### src/rtl/uart_rx_framed.sv
// uart_rx_framed: oversampling UART receiver with optional parity, 1-2 stop bits and framing/break handling.
// Ports:
//   clock                 in   sole clock, rising edge
//   reset                 in   asynchronous active-high reset
//   signal                in   serial line, idle high, asynchronous to clock
//   can_receive_next_word in   allows a new start bit to be accepted
//   data                  out  last received word, LSB = first data bit
//   ready                 out  one-cycle pulse when data and error flags update
//   parity_error          out  parity mismatch in the last frame
//   framing_error         out  low stop bit in the last frame
//   busy                  out  high whenever the receiver is not idle
module uart_rx_framed #(
    parameter int CLOCK_FREQ = 50_000_000,
    parameter int BAUD_RATE  = 115_200,
    parameter int DATA_WIDTH = 8,
    parameter int PARITY     = 0,
    parameter int STOP_BITS  = 1
) (
    input  logic                  clock,
    input  logic                  reset,
    input  logic                  signal,
    input  logic                  can_receive_next_word,
    output logic [DATA_WIDTH-1:0] data,
    output logic                  ready,
    output logic                  parity_error,
    output logic                  framing_error,
    output logic                  busy
);
    localparam int TICKS = CLOCK_FREQ / BAUD_RATE;
    localparam int HALF  = TICKS / 2;
    localparam int CW    = $clog2(TICKS) + 1;
    localparam int BW    = $clog2(DATA_WIDTH + 1);
    // The counter fires on the cycle it reads zero, so reloading with N-1
    // places the next sample exactly N clocks after the current one.
    localparam logic [CW-1:0] TICKS_M1 = CW'(TICKS - 1);
    localparam logic [CW-1:0] HALF_M1  = CW'(HALF - 1);

    if (TICKS < 4 || DATA_WIDTH < 5 || DATA_WIDTH > 9 || PARITY < 0 || PARITY > 2 ||
        STOP_BITS < 1 || STOP_BITS > 2) begin : g_param_check
        $error("uart_rx_framed: illegal parameter set");
    end

    typedef enum logic [2:0] {S_IDLE, S_START, S_DATA, S_PAR, S_STOP, S_HOLD} state_t;

    state_t                state_q, state_d;
    logic [CW-1:0]         cnt_q, cnt_d;
    logic [BW-1:0]         bits_q, bits_d;
    logic [DATA_WIDTH-1:0] shift_q, shift_d;
    logic [1:0]            sync_q, sync_d;
    logic                  perr_q, perr_d;
    logic                  ferr_q, ferr_d;
    logic [DATA_WIDTH-1:0] data_q, data_d;
    logic                  ready_q, ready_d;
    logic                  parity_error_q, parity_error_d;
    logic                  framing_error_q, framing_error_d;
    logic                  busy_q, busy_d;
    logic                  line, tick;

    assign line = sync_q[1];
    assign tick = cnt_q == '0;

    always_comb begin
        sync_d          = {sync_q[0], signal};
        state_d         = state_q;
        cnt_d           = tick ? cnt_q : cnt_q - 1'b1;
        bits_d          = bits_q;
        shift_d         = shift_q;
        perr_d          = perr_q;
        ferr_d          = ferr_q;
        data_d          = data_q;
        ready_d         = 1'b0;
        parity_error_d  = parity_error_q;
        framing_error_d = framing_error_q;
        case (state_q)
            S_IDLE: if (!line && can_receive_next_word) begin
                state_d = S_START;
                cnt_d   = HALF_M1;
            end
            S_START: if (tick) begin
                state_d = line ? S_IDLE : S_DATA;
                cnt_d   = TICKS_M1;
                bits_d  = '0;
                perr_d  = 1'b0;
                ferr_d  = 1'b0;
            end
            S_DATA: if (tick) begin
                shift_d = {line, shift_q[DATA_WIDTH-1:1]};
                cnt_d   = TICKS_M1;
                bits_d  = bits_q + 1'b1;
                if (bits_q == BW'(DATA_WIDTH - 1)) begin
                    state_d = PARITY != 0 ? S_PAR : S_STOP;
                    bits_d  = '0;
                end
            end
            S_PAR: if (tick) begin
                // Even: bit must equal XOR of data; odd flips the expectation.
                perr_d  = line ^ (^shift_q) ^ (PARITY == 1);
                state_d = S_STOP;
                cnt_d   = TICKS_M1;
            end
            S_STOP: if (tick) begin
                ferr_d = ferr_q | ~line;
                cnt_d  = TICKS_M1;
                bits_d = bits_q + 1'b1;
                if (bits_q == BW'(STOP_BITS - 1)) begin
                    data_d          = shift_q;
                    ready_d         = 1'b1;
                    parity_error_d  = perr_q;
                    framing_error_d = ferr_q | ~line;
                    // A low line here may be a break; wait for it to rise.
                    state_d         = (ferr_q | ~line) ? S_HOLD : S_IDLE;
                end
            end
            S_HOLD: if (line) state_d = S_IDLE;
            default: state_d = S_IDLE;
        endcase
        busy_d = state_d != S_IDLE;
    end

    always_ff @(posedge clock or posedge reset) begin
        if (reset) begin
            state_q         <= S_IDLE;
            cnt_q           <= '0;
            bits_q          <= '0;
            shift_q         <= '0;
            sync_q          <= 2'b11;
            perr_q          <= 1'b0;
            ferr_q          <= 1'b0;
            data_q          <= '0;
            ready_q         <= 1'b0;
            parity_error_q  <= 1'b0;
            framing_error_q <= 1'b0;
            busy_q          <= 1'b0;
        end else begin
            state_q         <= state_d;
            cnt_q           <= cnt_d;
            bits_q          <= bits_d;
            shift_q         <= shift_d;
            sync_q          <= sync_d;
            perr_q          <= perr_d;
            ferr_q          <= ferr_d;
            data_q          <= data_d;
            ready_q         <= ready_d;
            parity_error_q  <= parity_error_d;
            framing_error_q <= framing_error_d;
            busy_q          <= busy_d;
        end
    end

    assign data          = data_q;
    assign ready         = ready_q;
    assign parity_error  = parity_error_q;
    assign framing_error = framing_error_q;
    assign busy          = busy_q;
endmodule

### config.mk
export PLATFORM = sky130hd
export DESIGN_NAME = uart_rx_framed
export DESIGN_NICKNAME = d
export VERILOG_FILES = /design/src/rtl/uart_rx_framed.sv
export SDC_FILE = /design/constraint.sdc
export NUM_CORES = 1
export LEC_CHECK = 0
export BUFFER_PORTS_ARGS = -buffer_cell sky130_fd_sc_hd__clkbuf_2
export CORE_MARGIN = 2
export CORE_UTILIZATION = 59
export CTS_CLUSTER_DIAMETER = 120
export DETAILED_ROUTE_END_ITERATION = 10
export HOLD_SLACK_MARGIN = 0.06
export PLACE_DENSITY = 0.78
export SLEW_MARGIN = 40
export SYNTH_ARGS = -nofsm -noshare
export SYNTH_HDL_FRONTEND = slang
export SYNTH_SLANG_ARGS = --single-unit
export TNS_END_PERCENT = 50
### constraint.sdc
create_clock -name clock -period 3.01 [get_ports clock]
set_input_delay 0.602 -clock clock [delete_from_list [all_inputs] [get_ports clock]]
set_output_delay 0.602 -clock clock [all_outputs]
set_load 0.02 [all_outputs]
Word level (Yosys, flattened, before mapping)

Index checks and enable logic that the tools add are counted.

Add/subtract/negate cells: 2
Equal/unequal tests: 10
Muxes and demuxes: 28
Bitwise gates (word level): 3
Reductions and logical operators: 16

Operator list:

| kind                  | number |
|---|---|
| $mux 10               | 3 |
| $mux 3                | 9 |
| $pmux 10 s2           | 1 |
| $pmux 3 s6            | 1 |
| $mux 4                | 4 |
| $pmux 4 s3            | 1 |
| $logic_not 10->1      | 1 |
| $sub 10x1->10 const B | 1 |
| $reduce_and 3->1      | 3 |
| $ne 2x2->1 const B    | 4 |
| $reduce_xor 8->1      | 1 |
| $eq 3x2->1 const B    | 2 |
| $eq 3x3->1 const B    | 2 |
| $mux 1                | 6 |
| $reduce_bool 3->1     | 2 |
| $add 4x1->4 const B   | 1 |
| $eq 4x3->1 const B    | 1 |
| $logic_not 4->1       | 1 |
| $pmux 1 s2            | 2 |
| $reduce_and 4->1      | 1 |
| $reduce_bool 2->1     | 2 |
| $reduce_or 4->1       | 1 |
| $eq 3x1->1 const B    | 1 |
| $logic_not 3->1       | 1 |
| other kinds (7)       | 7 |

Bits in registers: 41
Bits of input ports: 4
Output and inout port bits: 12
Word-level logic and storage cells: 71

Depth between registers and ports, before layout

Gate-level depths: netlist of run 1.

Word-level depth: 7
Depth in mapped cells: 11
Depth with buffers taken out: 9

Least setup slack after synthesis of run 1

OpenSTA, ideal clock, no wires.

Kind: register -> register
Start point: register cnt_q[0]
End point: register cnt_q[0]
Library setup time: 0.141 ns
Arrival time: 2.309 ns
Data required time: 2.869 ns
Setup slack: 0.560 ns
Cell stages (with the launch flop): 11
Path buffers: 2
Period minus slack after synthesis: 2.450 ns
Path through: dfrtp_1 > inv_1 > ha_1 > or4b_4 > buf_6 > nor3_4 > inv_4 > buf_2 > ha_1 > a311oi_1 > a21oi_1

Cells in the longest elaborated chain, start to end: 4
Elaborated cells between the ends (all ways): 6
Classes of those cells: add/sub: 1; mux: 4; reduce/logical: 1

Ends and longest elaborated chain:

| element                                           | line   | source |
|---|---|---|
| start: declaration                                | 46     | `logic [CW-1:0] cnt_q, cnt_d;` |
| start signal: assignment                          | 136    | `cnt_q <= cnt_d;` |
| $sub 10x1->10 or $logic_not 10->1 (tied branches) | 65, 60 |  |
| $mux 10                                           | 65     | `cnt_d = tick ? cnt_q : cnt_q - 1'b1;` |
| $mux 10 (on tied branches)                        | n/a    |  |
| $pmux 10 s2 (*)                                   | 74     | `case (state_q)` |
| net cnt_d[0]                                      | 46     |  |

The timed path passes the listed nets; every way through them passes the cells marked *.
A chain may end at the register's enable or synchronous reset.

Worst setup path in the final report of run 1

Start point: register cnt_q[1]
End point: register data_q[6] (netlist: data[6])

Cells in the longest elaborated chain, start to end: 2

Ends and longest elaborated chain:

| element                           | line | source |
|---|---|---|
| $logic_not 10->1                  | 60   | `assign tick = cnt_q == '0;` |
| $reduce_and 3->1 (no source line) | n/a  |  |
| end signal: assignment            | 142  | `data_q <= data_d;` |
| end: declaration                  | 52   | `logic [DATA_WIDTH-1:0] data_q, data_d;` |

Every way passes these cells.

==> results.md, run 1 <==
- Status: completed
- Commonest non-fill, non-tap cells in the layout: dfrtp_1, mux2_2, nor2_1
- Initial DRC Count: 84
- Post_cts resized: 0
- H-tree depth: 2
- Clock net sink count: 41
- Core Region: 0.00342 mm²
- Commonest non-fill, non-tap cell in the layout: dfrtp_1
- Ys flop type: dfrtp_1
- Die area: 0.00412 mm²
- PortBufs: 15
- Pre-antenna DRT Iters: 4
- P_leak: 1.06 nW
- Largest net degree at the start of global routing: 42
- CTS Hold Bufs: 0
- CTS tree: done
- Vias: 1,534
- Antenna diode count: 0
- YS warnings: 0
- Syn_nets: 201
- Initial antenna violation count: 0
- Share of cells above drive strength 1: 26.8%
- Utilization after layout: 68.4%
- First-pass GRT wire length: 7320 µm
- Reg-to-reg startpoint: cnt_q[1]
- Cell count after synthesis: 192
- Seq/Total Area, Yosys: 48.1%
- Final Net Count: 221
- GRT Util Overall: 22.9%
- Setup Crit Path Kind: register to register
- Pre-CTS setup slack: 641 ps
- Tmin final: 2380 ps
- Yosys top cell area share: 45.6%
- Ratio of final minimum period to clock period: 79.2%
- Residual DRC count: 0
- CTS buffer count: 5
- Fmax: 0.420 GHz
- # setup viols final: 0
- DRT Wirelength: 4080 µm
- CP Capture Type: register
- Vias per cell: 5.92
- I/O pins: 16
- Total power draw: 1.23 mW
- Clk buf depth: 2
- CP max stage delay: 530 ps
- Leading area contributor after synthesis: dfrtp_1
- Detail Route Antenna Nets: 0
- Worst-path cell chain: inv_1, ha_1, or4b_4, nor4b_4, nand3_2, mux2_2
- Initial Util: 62.6%
- Syn Area/Cell: 11.1 µm²
- Maximum capacitance violations: 0
- Clock-pin slew of the registers on the worst-case setup and hold paths: 120 ps
- Hold Path Class: primary input to register
- Clock latency on the worst-skew pair: 350 ps
- Slew Limit Headroom: 55.6%
- Maximum resistive drop on vdd: 0.354 mV
- Post-route setup slack: 627 ps
- Required @ worst endpoint: 3260 ps
- Top cells by area, synth: dfrtp_1, mux2_2, xnor2_1
- CP max stage cell: or4b_4
- Hpwl dp: 2920 µm
- Least-Margin Pin Slew: 660 ps
- Worst Path Max Fanout: 10
- Ys async rst share: 100%
- Root buf cell: clkbuf_4
- Skew final: 7.60 ps
- GRT overflow: 0
- DR WL/cell: 15.8 µm
- Die Y: 64.2 µm
- Worst EP arrival: 2630 ps
- Final TNS setup: 0 ps
- Area grow syn2layout: 9.18%
- Routability-driven placement congestion ratio: 0.782
- Synthesized area: 0.00214 mm²
- Post-CTS Setup Inserts: 0
- Die Wd: 64.2 µm
- Final Hold Fails: 0
- Max-slew violation count: 0
- Row Count: 21
- Synthesis-stage register bit count: 41
- Unrepaired setup endpoints after global routing: no
- Power Density: 527 mW/mm²
- HP Start: signal
- Distinct cells, synth: 53
- CP startpoint: cnt_q[1]
- Vias in the first global route: 1,552
- Post-synth EDFFs: 0
- Crit path launch type: register
[registers in the layout, summed over array words and instances (netlist names), 2 cells and up]
register	count
cnt_q	10
data	8
shift_q	8
bits_q	4
state_q	3
sync_q	2
[report_power, final]
part,leakage [nW],internal (mW),switching [mW],total (mW)
Sequential,0.534,0.608,0.0770,0.685
Combinational,0.491,0.120,0.131,0.251
Clock,0.0382,0.114,0.182,0.296
Total,1.06,0.842,0.390,1.23
[worst max-delay path: cells and delay by family (launching register included)]
kind,cells,cell delay (ps)
buffers and inverters,1,110
muxes,1,380
and+or+nand+nor,3,1220
DFF,1,420
adders and majority gates,1,160
[cell usage after synthesis, drive strengths merged (3+ instances only)]
library cell and number:
nor4 3, nor3 7, or3b 3, clkbuf 3, xnor2 8, buf 3, nand2 9, nand2b 4
o21ai 8, mux2i 3, o31ai 3, mux2 18, nand3 3, ha 5, nor2 18, nor2b 4
dfrtp 39, a21oi 6, inv 9
[final cells by class]
type	count	area [µm²]
clock inverter	2	13.8
timing repair buffer	19	105
sequential	41	1030
tap	46	57.6
clock buffer	6	51.3
inverter	9	36.3
fill	264	1080
multi-input combinational	136	1040
[metal layers]
layer	track usage [%]	share of wire, %	vias to the layer above
met5	0	0	-
met1	32.5	47	754
met3	3.70	3.9	7
met2	35.7	48	37
met4	8.51	1.4	0
li1	-	-	736
[final timing paths]
kind,end,slack [ps],cells after the start
max reg2reg,data[6],630,6
min,sync_q[0],320,1
max,data[6],630,6
max in group asynchronous,sync_q[1],2290,3
min reg2reg,sync_q[1],370,0
min in group asynchronous,data[1],330,3
[through the flow]
step	cell area, µm²	hold slack [ps]	instances
3_3_place_gp	2270	349	251
2_1_floorplan	2140	345	192
6_report	2340	320	259
5_1_grt	2340	300	259
3_5_place_dp	2270	353	251
4_1_cts	2340	310	259
[cells by family (layout without fill, tap and decap cells)]
| group | count (synthesis) | after routing | share of synthesized area [%] |
|---|---|---|---|
| AO/OA/AOI/OAI | 36 | 36 | 12.0 |
| XOR/XNOR | 9 | 9 | 4.33 |
| adder cells (fa/ha/maj) | 5 | 5 | 2.92 |
| buffers and inverters | 15 | 36 | 3.16 |
| flip-flops | 41 | 41 | 48.1 |
| multiplexers | 21 | 21 | 10.9 |
| AND/OR/NAND/NOR | 65 | 65 | 18.7 |
(Power assumes the default switching activity.)
==> run 2, diff against run 1 <==
CORE_UTILIZATION = 53   (was 59)
PLACE_DENSITY = 0.74   (was 0.78)
clock period = 2.1 ns   (was 3.01 ns; I/O delays follow)
==> results.md, run 2 (synthesis results as in run 1) <==
- Hpwl dp: 3320 µm (was 2920 µm)
- Share of cells above drive strength 1: 38.2% (was 26.8%)
- Slew Limit Headroom: 55.5% (was 55.6%)
- Initial Util: 54.3% (was 62.6%)
- # setup viols final: 0 (unchanged)
- Worst EP arrival: 2280 ps (was 2630 ps)
- Initial antenna violation count: 0 (unchanged)
- Initial DRC Count: 77 (was 84)
- Die Wd: 67.5 µm (was 64.2 µm)
- PortBufs: 15 (unchanged)
- Worst R2R End: shift_q[1] (was data[6])
- WHS Endpoint: sync_q[0] (unchanged)
- GRT Util Overall: 23.7% (was 22.9%)
- Crit path launch type: register (unchanged)
- Least-Margin Pin Slew: 662 ps (was 660 ps)
- I/O pins: 16 (unchanged)
- Worst Path Max Fanout: 7 (was 10)
- Ratio of final minimum period to clock period: 99.8% (was 79.2%)
- CP Capture Type: register (unchanged)
- Met3 wire len: 206 µm (was 158 µm)
- Die Y: 67.5 µm (was 64.2 µm)
- Hold Path Class: primary input to register (unchanged)
- Hold slack: 200 ps (was 320 ps)
- Most flops, register: cnt_q (unchanged)
- Fmax: 0.477 GHz (was 0.420 GHz)
- Max-slew violation count: 0 (unchanged)
- Utilization after layout: 68.3% (was 68.4%)
- Detail Route Antenna Nets: 0 (unchanged)
- Largest net degree at the start of global routing: 42 (unchanged)
- First-pass GRT wire length: 7940 µm (was 7320 µm)
- Maximum resistive drop on vdd: 0.626 mV (was 0.354 mV)
- Post-placement cell area: 0.00246 mm² (was 0.00227 mm²)
- R2R depth: 8 (was 6)
- CTS tree: done (unchanged)
- Antenna diode count: 0 (unchanged)
- Net Sw Power: 0.664 mW (was 0.390 mW)
- Comb pwr share: 29.2% (was 20.4%)
- Final Hold Fails: 0 (unchanged)
- Clock network fraction of design power: 28.5% (was 24.0%)
- Skew final: 10.1 ps (was 7.60 ps)
- Top Layer Used: met4 (unchanged)
- DRT Wirelength: 4930 µm (was 4080 µm)
- Vias: 1,681 (was 1,534)
- HP Start: signal (unchanged)
- Routability-driven placement congestion ratio: 0.842 (was 0.782)
- Clk buf depth: 2 (unchanged)
- Design Area, Final: 0.00269 mm² (was 0.00234 mm²)
- DR WL/cell: 17.1 µm (was 15.8 µm)
- Residual DRC count: 0 (unchanged)
- P_leak: 1.21 nW (was 1.06 nW)
- CP max stage delay: 500 ps (was 530 ps)
- Switching Fraction: 29.8% (was 31.6%)
- Vias in the first global route: 1,679 (was 1,552)
- Vias per cell: 5.84 (was 5.92)
- CTS buffer count: 5 (unchanged)
- Cell depth of the worst min-delay path: 1 (unchanged)
- Reg-to-reg startpoint: cnt_q[0] (was cnt_q[1])
- Core Region: 0.00394 mm² (was 0.00342 mm²)
- Root buf cell: clkbuf_8 (was clkbuf_4)
- Power Density: 828 mW/mm² (was 527 mW/mm²)
- Clock-pin slew of the registers on the worst-case setup and hold paths: 80 ps (was 120 ps)
- GRT overflow: 0 (unchanged)
- Clock latency on the worst-skew pair: 300 ps (was 350 ps)
- FF-to-FF setup slack: 3 ps (was 630 ps)
- Sequential Power Share: 42.2% (was 55.6%)
- Area grow syn2layout: 25.9% (was 9.18%)
- Row Count: 23 (was 21)
- Pre-antenna DRT Iters: 4 (unchanged)
- H-tree depth: 2 (unchanged)
- Unrepaired setup endpoints after global routing: yes (was no)
- Pint: 1.57 mW (was 0.842 mW)
- Commonest non-fill, non-tap cells in the layout: dfrtp_1, buf_4, nor2_1 (was dfrtp_1, mux2_2, nor2_1)
- Required @ worst endpoint: 2280 ps (was 3260 ps)
- Setup Crit Path Kind: register to register (unchanged)
- Die area: 0.00456 mm² (was 0.00412 mm²)
- Commonest non-fill, non-tap cell in the layout: dfrtp_1 (unchanged)
- CTS Hold Bufs: 0 (unchanged)
- Maximum capacitance violations: 0 (unchanged)
- Status: completed (unchanged)
- Fill cells: 280 (was 264)
- Final Net Count: 246 (was 221)
- Clock net sink count: 41 (unchanged)
- Wl on met1: 2100 µm (was 1920 µm)
- WL met2: 2560 µm (was 1950 µm)
- CP max stage cell: or4b_4 (unchanged)
- Final TNS setup: 0 ps (unchanged)
- Tmin final: 2100 ps (was 2380 ps)
- Worst-path cell chain: inv_2, ha_4, or4b_4, nor3_4, inv_4, nor2_4, buf_12, mux2_4 (was inv_1, ha_1, or4b_4, nor4b_4, nand3_2, mux2_2)
- Max FFs per register: 10 (unchanged)
run 2: cell types whose count changed in the layout (fill, tap and decap cells not counted), sizes merged:
cell / previous run / this run
bufinv: 0 / 1
clkinv: 2 / 1
clkinvlp: 0 / 1
buf: 4 / 28
nand3: 3 / 4
clkbuf: 21 / 20
run 2: repair_timing:
item,in CTS,in global routing
setup endpoints to repair,19,29
pin swaps,4,7
resized for setup,8,7
cloned,1,0
buffers inserted,3,3
run 2: final cells by class:
cell class | count | area, µm² | area share, %
Sequential cell | 41 | 1030 | 38.2
Multi-Input combinational cell | 137 | 1150 | 42.7
Clock buffer | 5 | 68.8 | 2.55
Inverter | 9 | 36.3 | 1.35
Clock inverter | 3 | 46.3 | 1.72
Tap cell | 50 | 62.6 | 2.32
Timing Repair Buffer | 43 | 302 | 11.2
run 2: metal layers:
metal	vias to the layer above	track usage, %
met5	-	0
met2	57	40.7
met3	7	4.83
met4	0	7.91
met1	838	29.7
li1	779	-
run 2: how the worst max path moves through the flow:
stage               cells past startpoint  slack, ps     start          to
finish                                  8          3  cnt_q[0]  shift_q[1]
global route                            8        -90  cnt_q[0]  shift_q[1]
CTS                                     8        -50  cnt_q[0]    cnt_q[0]
detailed placement                      6       -120  cnt_q[1]     data[4]
global placement                        6        -40  cnt_q[0]     data[5]
floorplan                              10       -270  cnt_q[0]    cnt_q[0]
run 2: worst max-delay path, delay by kind of cell (launching register included):
family                   cells  cell delay [ps]
flip-flops                   1              390
AND/OR/NAND/NOR              3              830
multiplexers                 1              300
buffers and inverters        3              320
adder cells (fa/ha/maj)      1              130
run 2: metrics by stage:
stage / setup WS (ps) / std cells / power, mW
after floorplan: -274 / 192 / 1.26
after CTS: -53.5 / 286 / 2.19
after global placement: -42.1 / 275 / 1.45
after global routing: -85.8 / 288 / 2.36
final: 3.47 / 288 / 2.23
after detailed placement: -115 / 275 / 1.49
run 2: power by group through the flow:
stage | registers (mW) | clock network, mW | logic (mW)
finish | 0.941 | 0.636 | 0.652
CTS | 0.939 | 0.648 | 0.604
floorplan | 0.957 | 0 | 0.308
global placement | 0.943 | 0 | 0.507
detailed placement | 0.949 | 0 | 0.544
global route | 0.953 | 0.684 | 0.717
